## config.mk

```make
export PLATFORM = sky130hd
export DESIGN_NAME = mctp_spi_mstr_arb_flat
export DESIGN_NICKNAME = d
export VERILOG_FILES = /design/src/rtl/mctp_spi_mstr_arb_pkg.sv /design/src/rtl/mctp_spi_mstr_arb_if.sv /design/src/rtl/mctp_spi_mstr_arb.sv /design/src/flat_wrapper.sv
export SDC_FILE = /design/constraint.sdc
export NUM_CORES = 1
export LEC_CHECK = 0
export BUFFER_PORTS_ARGS = -buffer_cell sky130_fd_sc_hd__clkbuf_2
export CORE_AREA = 2 2 117 119
export DETAILED_ROUTE_END_ITERATION = 10
export DIE_AREA = 0 0 119 121
export GPL_TIMING_DRIVEN = 0
export PLACE_DENSITY = 0.76
export SYNTH_ARGS = -nofsm -noshare
export SYNTH_HDL_FRONTEND = slang
export SYNTH_SLANG_ARGS = --single-unit
```

## constraint.sdc

```tcl
create_clock -name clk -period 2.8 [get_ports clk]
set_input_delay 0.7 -clock clk [delete_from_list [all_inputs] [get_ports clk]]
set_output_delay 0.7 -clock clk [all_outputs]
set_load 0.01 [all_outputs]
```

## src/rtl/mctp_spi_mstr_arb_pkg.sv

```systemverilog
// Shared types and constants for the two-requester SPI-master AVMM arbiter.
//   arb_state_e : arbiter FSM states
//   OWNER_R0/R1 : one-hot owner encodings driven on arb_owner
//   TO_CNT_W    : width of the read-response timeout counter
//   DATA_WIDTH  : AVMM data width on every port
package mctp_arb_pkg;

    typedef enum logic [1:0] {
        ST_IDLE    = 2'd0,
        ST_WR      = 2'd1,
        ST_RD_CMD  = 2'd2,
        ST_RD_WAIT = 2'd3
    } arb_state_e;

    localparam logic [1:0] OWNER_NONE = 2'b00;
    localparam logic [1:0] OWNER_R0   = 2'b01;
    localparam logic [1:0] OWNER_R1   = 2'b10;

    localparam int unsigned TO_CNT_W   = 16;
    localparam int unsigned DATA_WIDTH = 32;

endpackage

```

## src/rtl/mctp_spi_mstr_arb_if.sv

```systemverilog
// AVMM link bundle used for both requester ports and the SPI-master port.
//   master : drives addr/write/read/burstcnt/wrdata, receives rddata/rddvld/waitreq
//   slave  : the opposite direction
interface mctp_spi_mstr_arb_if
    import mctp_arb_pkg::*;
#(
    parameter int unsigned ADDR_WIDTH = 20,
    parameter int unsigned BRST_WIDTH = 9
);
    logic [ADDR_WIDTH-1:0] addr;
    logic                  write;
    logic                  read;
    logic [BRST_WIDTH-1:0] burstcnt;
    logic [DATA_WIDTH-1:0] wrdata;
    logic [DATA_WIDTH-1:0] rddata;
    logic                  rddvld;
    logic                  waitreq;

    modport master (
        output addr, write, read, burstcnt, wrdata,
        input  rddata, rddvld, waitreq
    );

    modport slave (
        input  addr, write, read, burstcnt, wrdata,
        output rddata, rddvld, waitreq
    );
endinterface

```

## src/rtl/mctp_spi_mstr_arb.sv

```systemverilog
// Round-robin arbiter sharing one SPI-master AVMM port between two requesters.
// The grant is held for a full write or read burst; read data is steered only
// to the owner and stalled reads are abandoned after TIMEOUT_US pulse_1us ticks.
//   clk, reset   : clock, synchronous active-high reset
//   pulse_1us    : single-cycle 1 us strobe feeding the read timeout
//   r0, r1       : requester AVMM ports (r0 = MCTP VDM ingress, r1 = PMCI sideband)
//   m            : AVMM port toward the SPI master
//   arb_owner    : one-hot current owner, 00 when idle
//   arb_timeout  : one-cycle pulse when a read is abandoned
module mctp_spi_mstr_arb
    import mctp_arb_pkg::*;
#(
    parameter int unsigned ADDR_WIDTH = 20,
    parameter int unsigned BRST_WIDTH = 9,
    parameter int unsigned TIMEOUT_US = 1000
) (
    input  logic                       clk,
    input  logic                       reset,
    input  logic                       pulse_1us,
    mctp_spi_mstr_arb_if.slave         r0,
    mctp_spi_mstr_arb_if.slave         r1,
    mctp_spi_mstr_arb_if.master        m,
    output logic [1:0]                 arb_owner,
    output logic                       arb_timeout
);

    localparam logic [TO_CNT_W-1:0] TO_LAST = TO_CNT_W'(TIMEOUT_US - 1);

    arb_state_e            state_q, state_d;
    logic [1:0]            owner_q, owner_d;
    logic                  last_grant_q, last_grant_d;   // 1: r1 was served last
    logic [BRST_WIDTH-1:0] beat_cnt_q, beat_cnt_d;
    logic                  first_q, first_d;             // next write beat is the first
    logic [BRST_WIDTH-1:0] rd_cnt_q, rd_cnt_d;
    logic [TO_CNT_W-1:0]   to_cnt_q, to_cnt_d;
    logic                  timeout_q, timeout_d;

    logic                  sel_r1_c;
    logic [ADDR_WIDTH-1:0] own_addr_c;
    logic                  own_write_c;
    logic                  own_read_c;
    logic [BRST_WIDTH-1:0] own_burst_c;
    logic [BRST_WIDTH-1:0] eff_burst_c;
    logic [DATA_WIDTH-1:0] own_wrdata_c;
    logic                  m_write_c;
    logic                  m_read_c;
    logic                  wr_acc_c;
    logic                  rd_acc_c;
    logic                  rd_vld_c;
    logic                  act0_c;
    logic                  act1_c;
    logic                  pick_r1_c;
    logic                  done_c;

    // Owner mux toward the SPI master, gated by transfer direction
    always_comb begin
        sel_r1_c     = (owner_q == OWNER_R1);
        own_addr_c   = sel_r1_c ? r1.addr     : r0.addr;
        own_write_c  = sel_r1_c ? r1.write    : r0.write;
        own_read_c   = sel_r1_c ? r1.read     : r0.read;
        own_burst_c  = sel_r1_c ? r1.burstcnt : r0.burstcnt;
        own_wrdata_c = sel_r1_c ? r1.wrdata   : r0.wrdata;
        eff_burst_c  = (own_burst_c == '0) ? BRST_WIDTH'(1) : own_burst_c;
        m_write_c    = (state_q == ST_WR)     && own_write_c;
        m_read_c     = (state_q == ST_RD_CMD) && own_read_c;
        wr_acc_c     = m_write_c && !m.waitreq;
        rd_acc_c     = m_read_c  && !m.waitreq;
        // Response beats count in RD_WAIT and on the command-acceptance cycle
        rd_vld_c     = m.rddvld && ((state_q == ST_RD_WAIT) || rd_acc_c);
    end

    assign m.addr     = own_addr_c;
    assign m.write    = m_write_c;
    assign m.read     = m_read_c;
    assign m.burstcnt = own_burst_c;
    assign m.wrdata   = own_wrdata_c;

    // Only the owner sees m_waitreq, and only while its command phase is live
    assign r0.waitreq = ((state_q == ST_WR) || (state_q == ST_RD_CMD)) && (owner_q == OWNER_R0)
                        ? m.waitreq : 1'b1;
    assign r1.waitreq = ((state_q == ST_WR) || (state_q == ST_RD_CMD)) && (owner_q == OWNER_R1)
                        ? m.waitreq : 1'b1;
    assign r0.rddvld  = rd_vld_c && (owner_q == OWNER_R0);
    assign r1.rddvld  = rd_vld_c && (owner_q == OWNER_R1);
    assign r0.rddata  = m.rddata;
    assign r1.rddata  = m.rddata;

    assign arb_owner   = owner_q;
    assign arb_timeout = timeout_q;

    // Round-robin pick: on a tie, favour the requester not served last
    always_comb begin
        act0_c    = r0.read || r0.write;
        act1_c    = r1.read || r1.write;
        pick_r1_c = act1_c && (!act0_c || !last_grant_q);
    end

    // Next-state logic
    always_comb begin
        state_d      = state_q;
        owner_d      = owner_q;
        last_grant_d = last_grant_q;
        beat_cnt_d   = beat_cnt_q;
        first_d      = first_q;
        rd_cnt_d     = rd_cnt_q;
        to_cnt_d     = to_cnt_q;
        timeout_d    = 1'b0;
        done_c       = 1'b0;

        case (state_q)
            ST_IDLE: begin
                if (act0_c || act1_c) begin
                    owner_d = pick_r1_c ? OWNER_R1 : OWNER_R0;
                    first_d = 1'b1;
                    // Write wins if the winner asserts both
                    if (pick_r1_c ? r1.write : r0.write) state_d = ST_WR;
                    else                                 state_d = ST_RD_CMD;
                end
            end
            ST_WR: begin
                if (wr_acc_c) begin
                    if (first_q) begin
                        beat_cnt_d = eff_burst_c - BRST_WIDTH'(1);
                        first_d    = 1'b0;
                        done_c     = (eff_burst_c == BRST_WIDTH'(1));
                    end else begin
                        beat_cnt_d = beat_cnt_q - BRST_WIDTH'(1);
                        done_c     = (beat_cnt_q == BRST_WIDTH'(1));
                    end
                end
            end
            ST_RD_CMD: begin
                if (rd_acc_c) begin
                    to_cnt_d = '0;
                    state_d  = ST_RD_WAIT;
                    if (m.rddvld) begin
                        rd_cnt_d = eff_burst_c - BRST_WIDTH'(1);
                        done_c   = (eff_burst_c == BRST_WIDTH'(1));
                    end else begin
                        rd_cnt_d = eff_burst_c;
                    end
                end
            end
            ST_RD_WAIT: begin
                // A data beat clears the timeout even when a tick coincides
                if (m.rddvld) begin
                    to_cnt_d = '0;
                    rd_cnt_d = rd_cnt_q - BRST_WIDTH'(1);
                    done_c   = (rd_cnt_q == BRST_WIDTH'(1));
                end else if (pulse_1us) begin
                    if (to_cnt_q == TO_LAST) begin
                        to_cnt_d  = '0;
                        rd_cnt_d  = '0;
                        timeout_d = 1'b1;
                        done_c    = 1'b1;
                    end else begin
                        to_cnt_d = to_cnt_q + TO_CNT_W'(1);
                    end
                end
            end
            default: state_d = ST_IDLE;
        endcase

        // End of grant always passes through IDLE before the next arbitration
        if (done_c) begin
            state_d      = ST_IDLE;
            owner_d      = OWNER_NONE;
            last_grant_d = sel_r1_c;
        end
    end

    // State registers
    always_ff @(posedge clk) begin
        if (reset) begin
            state_q      <= ST_IDLE;
            owner_q      <= OWNER_NONE;
            last_grant_q <= 1'b1;
            beat_cnt_q   <= '0;
            first_q      <= 1'b0;
            rd_cnt_q     <= '0;
            to_cnt_q     <= '0;
            timeout_q    <= 1'b0;
        end else begin
            state_q      <= state_d;
            owner_q      <= owner_d;
            last_grant_q <= last_grant_d;
            beat_cnt_q   <= beat_cnt_d;
            first_q      <= first_d;
            rd_cnt_q     <= rd_cnt_d;
            to_cnt_q     <= to_cnt_d;
            timeout_q    <= timeout_d;
        end
    end

endmodule
```

## src/flat_wrapper.sv

```systemverilog
// flat-port wrapper written by rule: the top's interface ports become plain ports
module mctp_spi_mstr_arb_flat import mctp_arb_pkg::*;
#(
    parameter int unsigned ADDR_WIDTH = 20,
    parameter int unsigned BRST_WIDTH = 9,
    parameter int unsigned TIMEOUT_US = 1000
)
  (clk, reset, pulse_1us, arb_owner, arb_timeout, r0_addr, r0_write, r0_read, r0_burstcnt, r0_wrdata, r0_rddata, r0_rddvld, r0_waitreq, r1_addr, r1_write, r1_read, r1_burstcnt, r1_wrdata, r1_rddata, r1_rddvld, r1_waitreq, m_addr, m_write, m_read, m_burstcnt, m_wrdata, m_rddata, m_rddvld, m_waitreq);
  mctp_spi_mstr_arb_if #(.ADDR_WIDTH(ADDR_WIDTH), .BRST_WIDTH(BRST_WIDTH)) r0_i ();
  mctp_spi_mstr_arb_if #(.ADDR_WIDTH(ADDR_WIDTH), .BRST_WIDTH(BRST_WIDTH)) r1_i ();
  mctp_spi_mstr_arb_if #(.ADDR_WIDTH(ADDR_WIDTH), .BRST_WIDTH(BRST_WIDTH)) m_i ();
  input  logic clk;
  input  logic reset;
  input  logic pulse_1us;
  output logic [1:0] arb_owner;
  output logic arb_timeout;
  input wire logic [$bits(r0_i.addr)-1:0] r0_addr;
  input wire logic [$bits(r0_i.write)-1:0] r0_write;
  input wire logic [$bits(r0_i.read)-1:0] r0_read;
  input wire logic [$bits(r0_i.burstcnt)-1:0] r0_burstcnt;
  input wire logic [$bits(r0_i.wrdata)-1:0] r0_wrdata;
  output wire logic [$bits(r0_i.rddata)-1:0] r0_rddata;
  output wire logic [$bits(r0_i.rddvld)-1:0] r0_rddvld;
  output wire logic [$bits(r0_i.waitreq)-1:0] r0_waitreq;
  input wire logic [$bits(r1_i.addr)-1:0] r1_addr;
  input wire logic [$bits(r1_i.write)-1:0] r1_write;
  input wire logic [$bits(r1_i.read)-1:0] r1_read;
  input wire logic [$bits(r1_i.burstcnt)-1:0] r1_burstcnt;
  input wire logic [$bits(r1_i.wrdata)-1:0] r1_wrdata;
  output wire logic [$bits(r1_i.rddata)-1:0] r1_rddata;
  output wire logic [$bits(r1_i.rddvld)-1:0] r1_rddvld;
  output wire logic [$bits(r1_i.waitreq)-1:0] r1_waitreq;
  output wire logic [$bits(m_i.addr)-1:0] m_addr;
  output wire logic [$bits(m_i.write)-1:0] m_write;
  output wire logic [$bits(m_i.read)-1:0] m_read;
  output wire logic [$bits(m_i.burstcnt)-1:0] m_burstcnt;
  output wire logic [$bits(m_i.wrdata)-1:0] m_wrdata;
  input wire logic [$bits(m_i.rddata)-1:0] m_rddata;
  input wire logic [$bits(m_i.rddvld)-1:0] m_rddvld;
  input wire logic [$bits(m_i.waitreq)-1:0] m_waitreq;
  assign r0_i.addr = r0_addr;
  assign r0_i.write = r0_write;
  assign r0_i.read = r0_read;
  assign r0_i.burstcnt = r0_burstcnt;
  assign r0_i.wrdata = r0_wrdata;
  assign r0_rddata = r0_i.rddata;
  assign r0_rddvld = r0_i.rddvld;
  assign r0_waitreq = r0_i.waitreq;
  assign r1_i.addr = r1_addr;
  assign r1_i.write = r1_write;
  assign r1_i.read = r1_read;
  assign r1_i.burstcnt = r1_burstcnt;
  assign r1_i.wrdata = r1_wrdata;
  assign r1_rddata = r1_i.rddata;
  assign r1_rddvld = r1_i.rddvld;
  assign r1_waitreq = r1_i.waitreq;
  assign m_addr = m_i.addr;
  assign m_write = m_i.write;
  assign m_read = m_i.read;
  assign m_burstcnt = m_i.burstcnt;
  assign m_wrdata = m_i.wrdata;
  assign m_i.rddata = m_rddata;
  assign m_i.rddvld = m_rddvld;
  assign m_i.waitreq = m_waitreq;
  mctp_spi_mstr_arb #(.ADDR_WIDTH(ADDR_WIDTH), .BRST_WIDTH(BRST_WIDTH), .TIMEOUT_US(TIMEOUT_US)) u_core (.clk(clk), .reset(reset), .pulse_1us(pulse_1us), .r0(r0_i), .r1(r1_i), .m(m_i), .arb_owner(arb_owner), .arb_timeout(arb_timeout));
endmodule
```

==> results_tabular.tex <==
\begin{tabular}{lr}
\hline
Metric & Value \\
\hline
\multicolumn{2}{l}{\textbf{Global routing}} \\
Maximum number of pins on one net before global-route repair & 13 \\
Via count of the first global-routing pass & 4737 \\
Global-route wire length before repair & about 26 mm \\
Overflow after GRT & 0 \\
Overall track demand over capacity in global routing & 23.5\% \\
Initial antenna violation count & 2 \\
\multicolumn{2}{l}{\textbf{Placed design}} \\
Setup slack at placement & -0.607 ns \\
Placed cell count & approximately 1000 \\
Number of input and output port buffers inserted & 263 \\
Detailed Place HPWL & 15.0 mm \\
Global placer's final weighted congestion & 0.927 \\
\multicolumn{2}{l}{\textbf{Clock tree}} \\
TritonCTS buffer count & 5 \\
CTS clock-pin slew for the worst setup and hold paths & 0.06 ns \\
Source-to-sink clock delay at the later pin of the worst-skew pair & between 0.2 and 0.3 ns \\
Post-CTS Hold Fix Bufs & 0 \\
CTS Buffer Depth & 2 \\
H-Tree Depth & 2 \\
Root buffer cell & sky130\_fd\_sc\_hd\_\_clkbuf\_16 \\
CTS tree & yes \\
Clock tree sinks & 41 \\
\multicolumn{2}{l}{\textbf{Worst setup path}} \\
Worst setup SP type & primary input \\
Worst r2r dst & u\_core.rd\_cnt\_q[8]\$\_SDFFE\_PP0P\_ \\
Setup Crit Path Kind & in -> reg \\
Critical path arrival & 2.96 ns \\
Maximum cell stage delay along the critical path & 0.54 ns \\
R2R Setup Slk & 0.11 ns \\
Cells traversed along the worst timing path & clkbuf\_2, or4b\_4, o31ai\_4, and3\_4, a31oi\_4, ha\_4, and4\_4, and3\_1, o41a\_1, a31oi\_1 \\
Critical Path Slowest Stage Cell & sky130\_fd\_sc\_hd\_\_or4b\_4 \\
Critical path peak fanout & 5 \\
RR Startpoint & u\_core.arb\_owner[0]\$\_SDFFE\_PP0P\_ \\
Required time at the worst-slack endpoint & 3.01 ns \\
Worst r2r path cells & 9 \\
Sort of element at the end of the critical path & register \\
\multicolumn{2}{l}{\textbf{Final layout}} \\
Post-route core utilization & about 45\% \\
Area Growth Syn to Fin & 45.9\% \\
Total Nets Final & 1058 \\
Fraction of final layout cells sized beyond drive strength 1 & a little over two fifths \\
Non-Filler Instances & around 1100 \\
\multicolumn{2}{l}{\textbf{Detailed routing}} \\
Overall via count from detail\_route & 5198 \\
WL per Instance & 16.6 um \\
Via count normalized by instance count & 4.89 \\
Number of design-rule violations left by the first detailed-router iteration & 402 \\
Post-detailed-route DRC marker count & 0 \\
Final Routed Wirelength & between 15 and 20 mm \\
Routed Antenna Nets & 0 \\
Pre-antenna DRT Iters & 5 \\
\multicolumn{2}{l}{\textbf{Min path}} \\
Hold Startpoint & u\_core.rd\_cnt\_q[6]\$\_SDFFE\_PP0P\_ \\
Sink of the worst hold path & u\_core.rd\_cnt\_q[6]\$\_SDFFE\_PP0P\_ \\
Hold depth & 2 \\
Class of the most critical hold timing path & reg -> reg \\
\multicolumn{2}{l}{\textbf{STA}} \\
Post-route clock period utilization & between 90 and 100\% \\
Worst path setup slack after routing & 0.0452 ns \\
Clock Skew & 0.00508 ns \\
Final setup violation count & 0 \\
Max\_slew headroom & between 50 and 60\% \\
Number of hold violations in the final report & 0 \\
Top achievable clock speed & 0.363 GHz \\
Slew at the pin closest to its max-slew limit & 0.731 ns \\
Setup repair after global routing missed its margin & yes \\
Minimum clock period after layout & 2.75 ns \\
Final slew viol count & 0 \\
\multicolumn{2}{l}{\textbf{Yosys}} \\
Prevailing post-synth register cell & sky130\_fd\_sc\_hd\_\_dfxtp\_1 \\
Number of register bits inferred by synthesis & 41 \\
Synth Instances & 610 \\
Number of nets in the synthesized netlist & 784 \\
EDFF count, synth & 0 \\
Synthesized area per cell & 6.66 sq um \\
Distinct cells, synth & 63 \\
Share of synthesized area occupied by flip-flops and latches & between 20\% and 30\% \\
Cell area after technology mapping & between 4000 and 5000 sq um \\
Warnings from Yosys & 0 \\
Ys async rst share & 0\% \\
\multicolumn{2}{l}{\textbf{Flow run}} \\
Number of maximum-capacitance constraint violations & 0 \\
\multicolumn{2}{l}{\textbf{Floorplanning}} \\
Cell Rows & 42 \\
Core box area & 13100 sq um \\
Initial core utilization & 31.1\% \\
Die span in y & about 120 um \\
Die Width & approximately 120 um \\
IO Pins & about 300 \\
DIE AREA & between 10000 and 15000 sq um \\
\multicolumn{2}{l}{\textbf{Status}} \\
Run status & completed \\
\multicolumn{2}{l}{\textbf{Pwr}} \\
Ratio of total power to cell area & 512 nW/um\^{}2 \\
Leakage dissipation & 3.05 nW \\
Worst ir drop on vdd & 313 uV \\
\hline
\end{tabular}
-- where the power goes --
group          switching [mW]  internal [mW]
Clock                   0.231          0.414
Combinational           0.940          0.674
Sequential              0.110          0.670
-- cell usage after synthesis, types with 11 or more instances --
cell type                  count  area, sq um
sky130_fd_sc_hd__nand2_1     189          709
sky130_fd_sc_hd__nor4_1       14         87.6
sky130_fd_sc_hd__dfxtp_1      41          821
sky130_fd_sc_hd__inv_1        18         67.6
sky130_fd_sc_hd__nor3_1       14         70.1
sky130_fd_sc_hd__mux2i_1      11          110
sky130_fd_sc_hd__nor2_1       40          150
sky130_fd_sc_hd__a21oi_1      19         95.1
sky130_fd_sc_hd__clkbuf_1     20         75.1
sky130_fd_sc_hd__xnor2_1      17          149
sky130_fd_sc_hd__o21ai_0      19         95.1
sky130_fd_sc_hd__nand3_1      11         55.1
sky130_fd_sc_hd__ha_1         11          138
sky130_fd_sc_hd__buf_4        64          480
-- routing by layer --
| metal | vias up | track usage [%] | part of all wire (%) |
|---|---|---|---|
| met2 | 216 | 41.1 | 50 |
| met1 | 2364 | 29.1 | 40 |
| met5 | - | 0 | 0 |
| met4 | 0 | 6.10 | 1.9 |
| met3 | 28 | 5.36 | 8.6 |
| li1 | 2590 | - | - |
-- cells in the final DEF, fill, tap and decap left out, drive strengths merged, types with 3 or more instances in the layout --
cell type / n
a211oi: 6
a21boi: 3
a21oi: 19
a22oi: 3
a311oi: 5
a31oi: 5
and2: 6
and3: 5
and4: 3
and4b: 3
buf: 76
clkbuf: 288
dfxtp: 41
ha: 11
inv: 18
mux2: 3
mux2i: 12
nand2: 189
nand2b: 3
nand3: 11
nand4: 8
nor2: 40
nor3: 14
nor3b: 6
nor4: 14
nor4b: 5
o21ai: 19
o22ai: 4
o31ai: 4
or4b: 3
xnor2: 17
xor2: 3
-- critical path: cells and delay by family --
kind	cells	cell delay, ns
compound gates	4	0.78
simple gates	4	1.16
fa+ha+maj	1	0.22
buf+inv	1	0.09
-- kinds of logic (layout without fill, tap and decap cells) --
family | count (synthesis) | in the layout | synth area share, %
compound gates | 91 | 91 | 15.5
fa+ha+maj | 11 | 11 | 3.39
other cells | 0 | 2 | 0
mux | 15 | 15 | 4.09
buf+inv | 111 | 385 | 16.5
simple gates | 321 | 321 | 36.0
xor+xnor | 20 | 20 | 4.31
flops | 41 | 41 | 20.2
-- stage by stage --
step | hold slack [ns] | total power, mW | TNS [ns] | instance area (sq um)
6_report | 0.503 | 3.04 | 0 | 5930
5_1_grt | 0.529 | 3.26 | -0.0380 | 5930
4_1_cts | 0.504 | 3.01 | 0 | 5850
3_5_place_dp | 0.494 | 2.34 | -19.62 | 5630
3_3_place_gp | 0.489 | 2.32 | -18.21 | 5630
2_1_floorplan | 0.469 | 1.77 | 0 | 4090
-- area by class of cell --
cell class,instances,area (sq um)
sequential,41,826
tap,176,220
antenna,2,5.00
buffer,92,637
timing repair buffer,267,1350
fill,1354,7150
clock buffer,5,125
inverter,19,71.3
multi-input combinational,458,2670
clock inverter,2,35.0
-- flip-flops by register name (all words and copies together) (netlist names) --
signal,cells
u_core.arb_timeout,1
u_core.arb_owner,2
u_core.beat_cnt_q,9
u_core.to_cnt_q,16
u_core.first_q,1
u_core.rd_cnt_q,9
u_core.last_grant_q,1
u_core.state_q,2
-- timing repair --
action / in CTS / in global routing
gates resized for setup: 25 / 15
hold endpoints to repair: 0 / 0
setup endpoints to repair: 74 / 53
buffers inserted: 0 / 4
pin swaps: 0 / 2
cloned: 0 / 0
-- worst max path at each step --
stage / start / to / slack, ns / cells past startpoint
6_report: r1_burstcnt[5] / u_core.rd_cnt_q[8]$_SDFFE_PP0P_ / 0.05 / 10
5_1_grt: m_rddvld / r0_rddvld / -0.04 / 6
4_1_cts: u_core.arb_owner[1]$_SDFFE_PP0P_ / m_burstcnt[1] / 0.01 / 7
3_5_place_dp: u_core.arb_owner[1]$_SDFFE_PP0P_ / u_core.rd_cnt_q[8]$_SDFFE_PP0P_ / -0.61 / 10
3_3_place_gp: u_core.arb_owner[1]$_SDFFE_PP0P_ / u_core.rd_cnt_q[8]$_SDFFE_PP0P_ / -0.55 / 10
2_1_floorplan: r1_burstcnt[5] / u_core.rd_cnt_q[8]$_SDFFE_PP0P_ / 0.01 / 9
Power figures use the tool's default switching activity.
